`src/rtl/leglite_pkg.sv`:
```
// rtl/leglite_pkg.sv - LEGLite opcodes, ALU encoding, XZR and pipeline control struct
package leglite_pkg;

  localparam logic [2:0] OP_ADD  = 3'b000;
  localparam logic [2:0] OP_SUB  = 3'b001;
  localparam logic [2:0] OP_AND  = 3'b010;
  localparam logic [2:0] OP_ORR  = 3'b011;
  localparam logic [2:0] OP_ADDI = 3'b100;
  localparam logic [2:0] OP_LDUR = 3'b101;
  localparam logic [2:0] OP_STUR = 3'b110;
  localparam logic [2:0] OP_CBZ  = 3'b111;

  // Register 7 reads as zero and discards writes.
  localparam logic [2:0] XZR = 3'd7;

  typedef enum logic [1:0] {
    ALU_ADD = 2'd0,
    ALU_SUB = 2'd1,
    ALU_AND = 2'd2,
    ALU_ORR = 2'd3
  } alu_op_e;

  typedef struct packed {
    logic    regwrite;
    logic    memtoreg;
    logic    dread;
    logic    dwrite;
    logic    branch;
    logic    alusrc;
    alu_op_e aluop;
  } ctrl_t;

endpackage

```
`src/rtl/leglite_regfile.sv`:
```
// rtl/leglite_regfile.sv - 8xDW register file, two async reads, write-first bypass, R7 = 0
module leglite_regfile
  import leglite_pkg::*;
#(
  parameter int DW = 16
) (
  input  logic          clock,
  input  logic          we,
  input  logic [2:0]    waddr,
  input  logic [DW-1:0] wdata,
  input  logic [2:0]    raddr1,
  input  logic [2:0]    raddr2,
  output logic [DW-1:0] rdata1,
  output logic [DW-1:0] rdata2
);

  // Contents are deliberately not reset.
  logic [DW-1:0] regs_q [8];

  // Write port; XZR is never stored.
  always_ff @(posedge clock) begin
    if (we && waddr != XZR) begin
      regs_q[waddr] <= wdata;
    end
  end

  // Read ports: XZR is zero, a same-cycle write to the read register wins.
  always_comb begin
    rdata1 = regs_q[raddr1];
    rdata2 = regs_q[raddr2];
    if (raddr1 == XZR) begin
      rdata1 = '0;
    end else if (we && waddr == raddr1) begin
      rdata1 = wdata;
    end
    if (raddr2 == XZR) begin
      rdata2 = '0;
    end else if (we && waddr == raddr2) begin
      rdata2 = wdata;
    end
  end

endmodule

```
`src/rtl/leglite_pipe.sv`:
```
// rtl/leglite_pipe.sv - five-stage LEGLite core with forwarding, interlock, flush and memory wait
module leglite_pipe
  import leglite_pkg::*;
#(
  parameter int          DW       = 16,
  parameter logic [15:0] RESET_PC = 16'h0000
) (
  input  logic          clock,
  input  logic          reset,
  output logic [15:0]   iaddr,
  input  logic [15:0]   idata,
  output logic [DW-1:0] draddr,
  output logic [DW-1:0] dwdata,
  output logic          dwrite,
  output logic          dread,
  input  logic [DW-1:0] drdata,
  input  logic          dready,
  output logic [DW-1:0] wdata_wb,
  output logic [2:0]    waddr_wb,
  output logic          regwrite_wb
);

  typedef struct packed {
    logic        valid;
    logic [15:0] pc;
    logic [15:0] instr;
  } ifid_t;

  typedef struct packed {
    ctrl_t         ctrl;
    logic [15:0]   pc;
    logic [DW-1:0] a;
    logic [DW-1:0] b;
    logic [DW-1:0] imm;
    logic [2:0]    rn;
    logic [2:0]    r2;
    logic [2:0]    rd;
  } idex_t;

  typedef struct packed {
    logic          regwrite;
    logic          memtoreg;
    logic          dread;
    logic          dwrite;
    logic          taken;
    logic [15:0]   target;
    logic [DW-1:0] alu;
    logic [DW-1:0] sdata;
    logic [2:0]    rd;
  } exmem_t;

  typedef struct packed {
    logic          regwrite;
    logic [DW-1:0] wdata;
    logic [2:0]    rd;
  } memwb_t;

  logic [15:0] pc_q, pc_d;
  ifid_t       ifid_q, ifid_d;
  idex_t       idex_q, idex_d;
  exmem_t      exmem_q, exmem_d;
  memwb_t      memwb_q, memwb_d;

  logic [2:0]    id_op, id_rm, id_rn, id_rd, id_r2;
  logic [6:0]    id_imm7;
  logic [DW-1:0] id_imm;
  ctrl_t         id_ctrl;
  logic          id_use_rn, id_use_r2;
  logic [DW-1:0] rf_rdata1, rf_rdata2;

  logic [DW-1:0] ex_a, ex_b, ex_opb, ex_alu;
  logic          ex_taken;
  logic [15:0]   ex_target;

  logic mem_wait, flush, load_use, stall, wb_we;

  // Field extraction; STUR and CBZ read rd on the second port.
  assign id_op   = ifid_q.instr[15:13];
  assign id_rm   = ifid_q.instr[12:10];
  assign id_imm7 = ifid_q.instr[12:6];
  assign id_rn   = ifid_q.instr[5:3];
  assign id_rd   = ifid_q.instr[2:0];
  assign id_r2   = (id_op == OP_STUR || id_op == OP_CBZ) ? id_rd : id_rm;
  assign id_imm  = {{(DW-7){id_imm7[6]}}, id_imm7};

  // Decode into pipeline control bits; invalid slots decode as bubbles.
  always_comb begin
    id_ctrl   = '0;
    id_use_rn = 1'b0;
    id_use_r2 = 1'b0;
    if (ifid_q.valid) begin
      id_use_rn = (id_op != OP_CBZ);
      id_use_r2 = (id_op inside {OP_ADD, OP_SUB, OP_AND, OP_ORR, OP_STUR, OP_CBZ});
      case (id_op)
        OP_ADD:  begin id_ctrl.regwrite = 1'b1; id_ctrl.aluop = ALU_ADD; end
        OP_SUB:  begin id_ctrl.regwrite = 1'b1; id_ctrl.aluop = ALU_SUB; end
        OP_AND:  begin id_ctrl.regwrite = 1'b1; id_ctrl.aluop = ALU_AND; end
        OP_ORR:  begin id_ctrl.regwrite = 1'b1; id_ctrl.aluop = ALU_ORR; end
        OP_ADDI: begin id_ctrl.regwrite = 1'b1; id_ctrl.alusrc = 1'b1; end
        OP_LDUR: begin
          id_ctrl.regwrite = 1'b1;
          id_ctrl.memtoreg = 1'b1;
          id_ctrl.dread    = 1'b1;
          id_ctrl.alusrc   = 1'b1;
        end
        OP_STUR: begin id_ctrl.dwrite = 1'b1; id_ctrl.alusrc = 1'b1; end
        default: id_ctrl.branch = 1'b1;
      endcase
      if (id_rd == XZR) begin
        id_ctrl.regwrite = 1'b0;
      end
    end
  end

  assign wb_we = memwb_q.regwrite && !mem_wait;

  leglite_regfile #(.DW(DW)) u_regfile (
    .clock  (clock),
    .we     (wb_we),
    .waddr  (memwb_q.rd),
    .wdata  (memwb_q.wdata),
    .raddr1 (id_rn),
    .raddr2 (id_r2),
    .rdata1 (rf_rdata1),
    .rdata2 (rf_rdata2)
  );

  // EX operand forwarding (MEM ALU result before WB data) and ALU / branch resolution.
  always_comb begin
    ex_a = idex_q.a;
    ex_b = idex_q.b;
    if (idex_q.rn != XZR && exmem_q.regwrite && exmem_q.rd == idex_q.rn) begin
      ex_a = exmem_q.alu;
    end else if (idex_q.rn != XZR && memwb_q.regwrite && memwb_q.rd == idex_q.rn) begin
      ex_a = memwb_q.wdata;
    end
    if (idex_q.r2 != XZR && exmem_q.regwrite && exmem_q.rd == idex_q.r2) begin
      ex_b = exmem_q.alu;
    end else if (idex_q.r2 != XZR && memwb_q.regwrite && memwb_q.rd == idex_q.r2) begin
      ex_b = memwb_q.wdata;
    end
    ex_opb = idex_q.ctrl.alusrc ? idex_q.imm : ex_b;
    case (idex_q.ctrl.aluop)
      ALU_ADD: ex_alu = ex_a + ex_opb;
      ALU_SUB: ex_alu = ex_a - ex_opb;
      ALU_AND: ex_alu = ex_a & ex_opb;
      default: ex_alu = ex_a | ex_opb;
    endcase
    ex_taken  = idex_q.ctrl.branch && (ex_b == '0);
    ex_target = idex_q.pc + {idex_q.imm[14:0], 1'b0};
  end

  // Hazard resolution: memory wait beats branch flush beats load-use stall.
  assign mem_wait = (exmem_q.dread || exmem_q.dwrite) && !dready;
  assign flush    = exmem_q.taken && !mem_wait;
  assign load_use = idex_q.ctrl.dread && idex_q.rd != XZR &&
                    ((id_use_rn && id_rn == idex_q.rd) || (id_use_r2 && id_r2 == idex_q.rd));
  assign stall    = load_use && !mem_wait && !flush;

  // Next state of the PC and every pipeline register.
  always_comb begin
    pc_d    = pc_q;
    ifid_d  = ifid_q;
    idex_d  = idex_q;
    exmem_d = exmem_q;
    memwb_d = memwb_q;
    if (!mem_wait) begin
      memwb_d.regwrite = exmem_q.regwrite;
      memwb_d.wdata    = exmem_q.memtoreg ? drdata : exmem_q.alu;
      memwb_d.rd       = exmem_q.rd;
      if (flush) begin
        pc_d    = exmem_q.target;
        ifid_d  = '0;
        idex_d  = '0;
        exmem_d = '0;
      end else begin
        exmem_d.regwrite = idex_q.ctrl.regwrite;
        exmem_d.memtoreg = idex_q.ctrl.memtoreg;
        exmem_d.dread    = idex_q.ctrl.dread;
        exmem_d.dwrite   = idex_q.ctrl.dwrite;
        exmem_d.taken    = ex_taken;
        exmem_d.target   = ex_target;
        exmem_d.alu      = ex_alu;
        exmem_d.sdata    = ex_b;
        exmem_d.rd       = idex_q.rd;
        if (stall) begin
          idex_d = '0;
        end else begin
          pc_d         = pc_q + 16'd2;
          ifid_d.valid = 1'b1;
          ifid_d.pc    = pc_q;
          ifid_d.instr = idata;
          idex_d.ctrl  = id_ctrl;
          idex_d.pc    = ifid_q.pc;
          idex_d.a     = rf_rdata1;
          idex_d.b     = rf_rdata2;
          idex_d.imm   = id_imm;
          idex_d.rn    = id_rn;
          idex_d.r2    = id_r2;
          idex_d.rd    = id_rd;
        end
      end
    end
  end

  // PC and pipeline registers; reset fills the pipe with bubbles.
  always_ff @(posedge clock or posedge reset) begin
    if (reset) begin
      pc_q    <= RESET_PC;
      ifid_q  <= '0;
      idex_q  <= '0;
      exmem_q <= '0;
      memwb_q <= '0;
    end else begin
      pc_q    <= pc_d;
      ifid_q  <= ifid_d;
      idex_q  <= idex_d;
      exmem_q <= exmem_d;
      memwb_q <= memwb_d;
    end
  end

  assign iaddr       = pc_q;
  assign draddr      = exmem_q.alu;
  assign dwdata      = exmem_q.sdata;
  assign dwrite      = exmem_q.dwrite;
  assign dread       = exmem_q.dread;
  assign wdata_wb    = memwb_q.wdata;
  assign waddr_wb    = memwb_q.rd;
  assign regwrite_wb = wb_we;

endmodule

```
`config.mk`:
```
export PLATFORM = sky130hd
export DESIGN_NAME = leglite_pipe
export DESIGN_NICKNAME = d
export VERILOG_FILES = /design/src/rtl/leglite_pkg.sv /design/src/rtl/leglite_regfile.sv /design/src/rtl/leglite_pipe.sv
export SDC_FILE = /design/constraint.sdc
export NUM_CORES = 1
export LEC_CHECK = 0
export CORE_MARGIN = 1.5
export CORE_UTILIZATION = 55
export DETAILED_ROUTE_END_ITERATION = 10
export PLACE_DENSITY_LB_ADDON = 0.05
export SLEW_MARGIN = 25
export SYNTH_ARGS = -nofsm -noshare
export SYNTH_HDL_FRONTEND = slang
export SYNTH_HIERARCHICAL = 1
export SYNTH_SLANG_ARGS = --single-unit
```
`constraint.sdc`:
```
create_clock -name clock -period 10.1 [get_ports clock]
set_input_delay 1.515 -clock clock [delete_from_list [all_inputs] [get_ports clock]]
set_output_delay 1.515 -clock clock [all_outputs]
set_load 0.01 [all_outputs]
```
==> impl_metrics.py <==
metrics = {
    "run_status": {
        "run_status": "finished clean",
    },
    "critical_path": {
        "path_max_fanout": 14,
        "cp_slowest_stage_delay_ns": 0.80,
        "cp_top_family": "compound AO/OA/AOI/OAI gates",
        "rr_startpoint": "waddr_wb[1]",
        "crit_arrival_ns": 5.60,
        "cp_cell_sequence": "nand2b_1 > and4_1 > nand4_1 > a311oi_1 > nor2_1 > ha_1 > nand2_1 > o21ai_0 > fa_1 > nor2b_1 > o21ai_0 > a21oi_1 > o21ai_0 > a21oi_1 > a31oi_1 > o21ai_0 > a21oi_1 > mux2i_1 > o311ai_0",
        "end_kind": "flop",
        "cp.required_ns": 10.50,
        "setup.worst_path.start": "waddr_wb[1]",
        "path_buf_inv": 0,
        "critPathLaunchType": "flop",
        "crit_top_cell": "o21ai_0",
        "crit_type": "reg -> reg",
        "cp_slowest_cell": "dfrtp_1",
    },
    "drt": {
        "drc_errors": 0,
        "drtPass1Iterations": 8,
        "via_per_inst": 6.389,
        "vias": 13080,
        "ant_nets": 0,
        "wl_um": 47810,
        "drt_iter0_drc": 1246,
        "wire_per_inst_um": 23.35,
    },
    "final_layout": {
        "drive_above_1_share": 0.09909,
        "fill_cells": 2534,
        "nets": 1689,
        "diodes": 0,
        "layout-area-overhead-vs-synth_pct": 12.73,
    },
    "grt": {
        "grt_usage": 0.2935,
        "antenna_found_initial": 0,
        "grt_max_degree": 126,
        "overflow": 0,
        "grt_pass1_wl_um": 74550,
        "grt_pass1_vias": 12720,
    },
    "yosys": {
        "synth_compound_area_frac": 0.1712,
        "synthXorXnorAreaFrac": 0.03011,
        "synth_fa_ha_area_frac": 0.03423,
        "post-synth-top-count-cell": "dfrtp_1",
        "synthMuxAreaShare": 0.1103,
        "ys_warn_count": 6,
        "synthTopCellsByArea": "dfrtp_1 (28%), edfxtp_1 (22%), mux2i_1 (6.4%)",
        "synthSimpleGateAreaFrac": 0.1018,
        "synth_ff_type": "dfrtp_1",
        "synth_top_family_by_area": "compound AO/OA/AOI/OAI gates",
        "async_reset_ff_frac": 0.6037,
        "synth_area_um2": 17620,
        "yosysSeqAreaShare": 0.4951,
        "synthTopCellsByCount": "dfrtp_1 (195), nand2_1 (138), edfxtp_1 (128)",
        "synth_seq_cells": 323,
        "syn_inst": 1592,
        "synth_top_area_cell": "dfrtp_1",
        "syn_area_per_cell_um2": 11.07,
        "synth_edf_count": 128,
        "ys_types": 75,
        "synth_top_area_share": 0.2770,
    },
    "sta": {
        "rsz0062_at_grt": "no",
        "layout_min_cycle_time_ns": 5.205,
        "worst_pin_slew_ns": 0.9689,
        "max_freq_mhz": 192.1,
        "max_slew_margin": 0.3541,
        "hold_viol": 0,
        "finalSetupViolCount": 0,
        "clock_skew_ns": 0.02282,
        "whs_ns": 0.4594,
        "finalCritPeriodShare": 0.5154,
        "fin_tns_setup_ns": 0,
        "drv_slew": 0,
    },
    "clock_tree": {
        "cts_tree": "done",
        "cts_buffers": 36,
        "cts_setup_buffers": 0,
        "root_buffer": "clkbuf_16",
        "ctsHoldBuffers": 0,
        "clockBufferDepth": 3,
        "cts_resized": 0,
        "clock-sinks": 323,
        "clkTransAtPathRegs_ns": 0.06,
        "clock_latency_ns": 0.53,
        "htree_levels": 2,
    },
    "floorplanning": {
        "die_w_um": 182.0,
        "ios": 105,
        "placementRows": 65,
        "die_h_um": 182.0,
        "core_um2": 31560,
        "start_util": 0.5583,
        "fp.dieArea_um2": 33110,
    },
    "min_path": {
        "worstHoldStart": "exmem_q[35]",
        "hp-class": "reg -> reg",
    },
    "placement": {
        "gp_congestion": 0.9553,
        "hpwl_um": 32150,
        "port_buffers": 104,
    },
    "run": {
        "cap_violations": 0,
    },
}
[worst min-delay path, delay by kind of cell, from the launching register on]
kind             cells  cell delay (ns)
AND/OR/NAND/NOR      2             0.10
flip-flops           1             0.34
[through the flow]
step / utilization / cells / setup WS, ns / cell area, um2
2_1_floorplan: - / 1607 / 3.273 / 17670
3_3_place_gp: 0.5900 / 1978 / 4.953 / 18620
3_5_place_dp: 0.5918 / 1982 / 4.918 / 18670
4_1_cts: 0.6285 / 2046 / 4.912 / 19830
5_1_grt: 0.6294 / 2047 / 4.497 / 19860
6_report: 0.6294 / 2047 / 4.895 / 19860
[placed cells by master, fill, tap and decap left out, types with 26 or more instances in the layout]
master           netlist  layout
dfrtp_1              195     194
nand2_1              138     137
edfxtp_1             128     128
mux2i_1              112     112
a22o_1               111     111
clkdlybuf4s50_1        0     104
nor2_1               100      99
o21ai_0               94      94
a21oi_1               71      69
nor3_1                51      49
clkbuf_16              0      39
o22ai_1               34      34
a211oi_1              34      34
mux4_2                34      34
inv_1                 35      33
ha_1                  33      33
xnor2_1               31      31
buf_4                 56      26
[path summary, 6_finish.rpt]
| check | depth (start not counted) | end | slack [ns] |
|---|---|---|---|
| max | 19 | draddr[14] | 4.89 |
| min | 2 | iaddr[0] | 0.46 |
| max reg2reg | 19 | draddr[14] | 4.89 |
| min reg2reg | 2 | iaddr[0] | 0.46 |
| max in group asynchronous | 3 | dwdata[6] | 7.04 |
| min in group asynchronous | 2 | id_rn[1] | 1.51 |
[registers in the layout, summed over array words and instances (netlist names)]
name	count
u_regfile/regs_q	128
idex_q	71
dwdata	16
id_op	3
iaddr	16
ifid_q	17
id_rd	3
wdata_wb	16
memwb_q	1
draddr	16
waddr_wb	3
exmem_q	22
id_imm	7
dwrite	1
id_rn	3
[area by class of cell]
type | instances | area [um2] | area share
timing repair buffer | 135 | 1316 | 0.06627
sequential | 323 | 8725 | 0.4393
clock inverter | 10 | 63.81 | 0.003213
clock buffer | 54 | 1096 | 0.05518
inverter | 35 | 138.9 | 0.006993
tap | 402 | 503.0 | 0.02532
multi-input combinational | 1088 | 8019 | 0.4037
[layer usage]
layer,track usage,vias to the layer above,share of wire
li1,-,5953,-
met5,0,-,0
met3,0.04733,72,0.070
met2,0.4542,537,0.46
met4,0.08496,0,0.024
met1,0.4295,6517,0.45
[cells by family (layout without fill, tap and decap cells)]
logic type,count (synthesis),after routing
AO/OA/AOI/OAI,427,427
multiplexers,151,151
flip-flops,323,323
XOR/XNOR,58,58
other,1,16
buffers and inverters,196,234
adder cells (fa/ha/maj),50,50
AND/OR/NAND/NOR,386,386
Power is not shown: default switching activity piles up to over one toggle a cycle in this logic, so the estimate is an artifact.
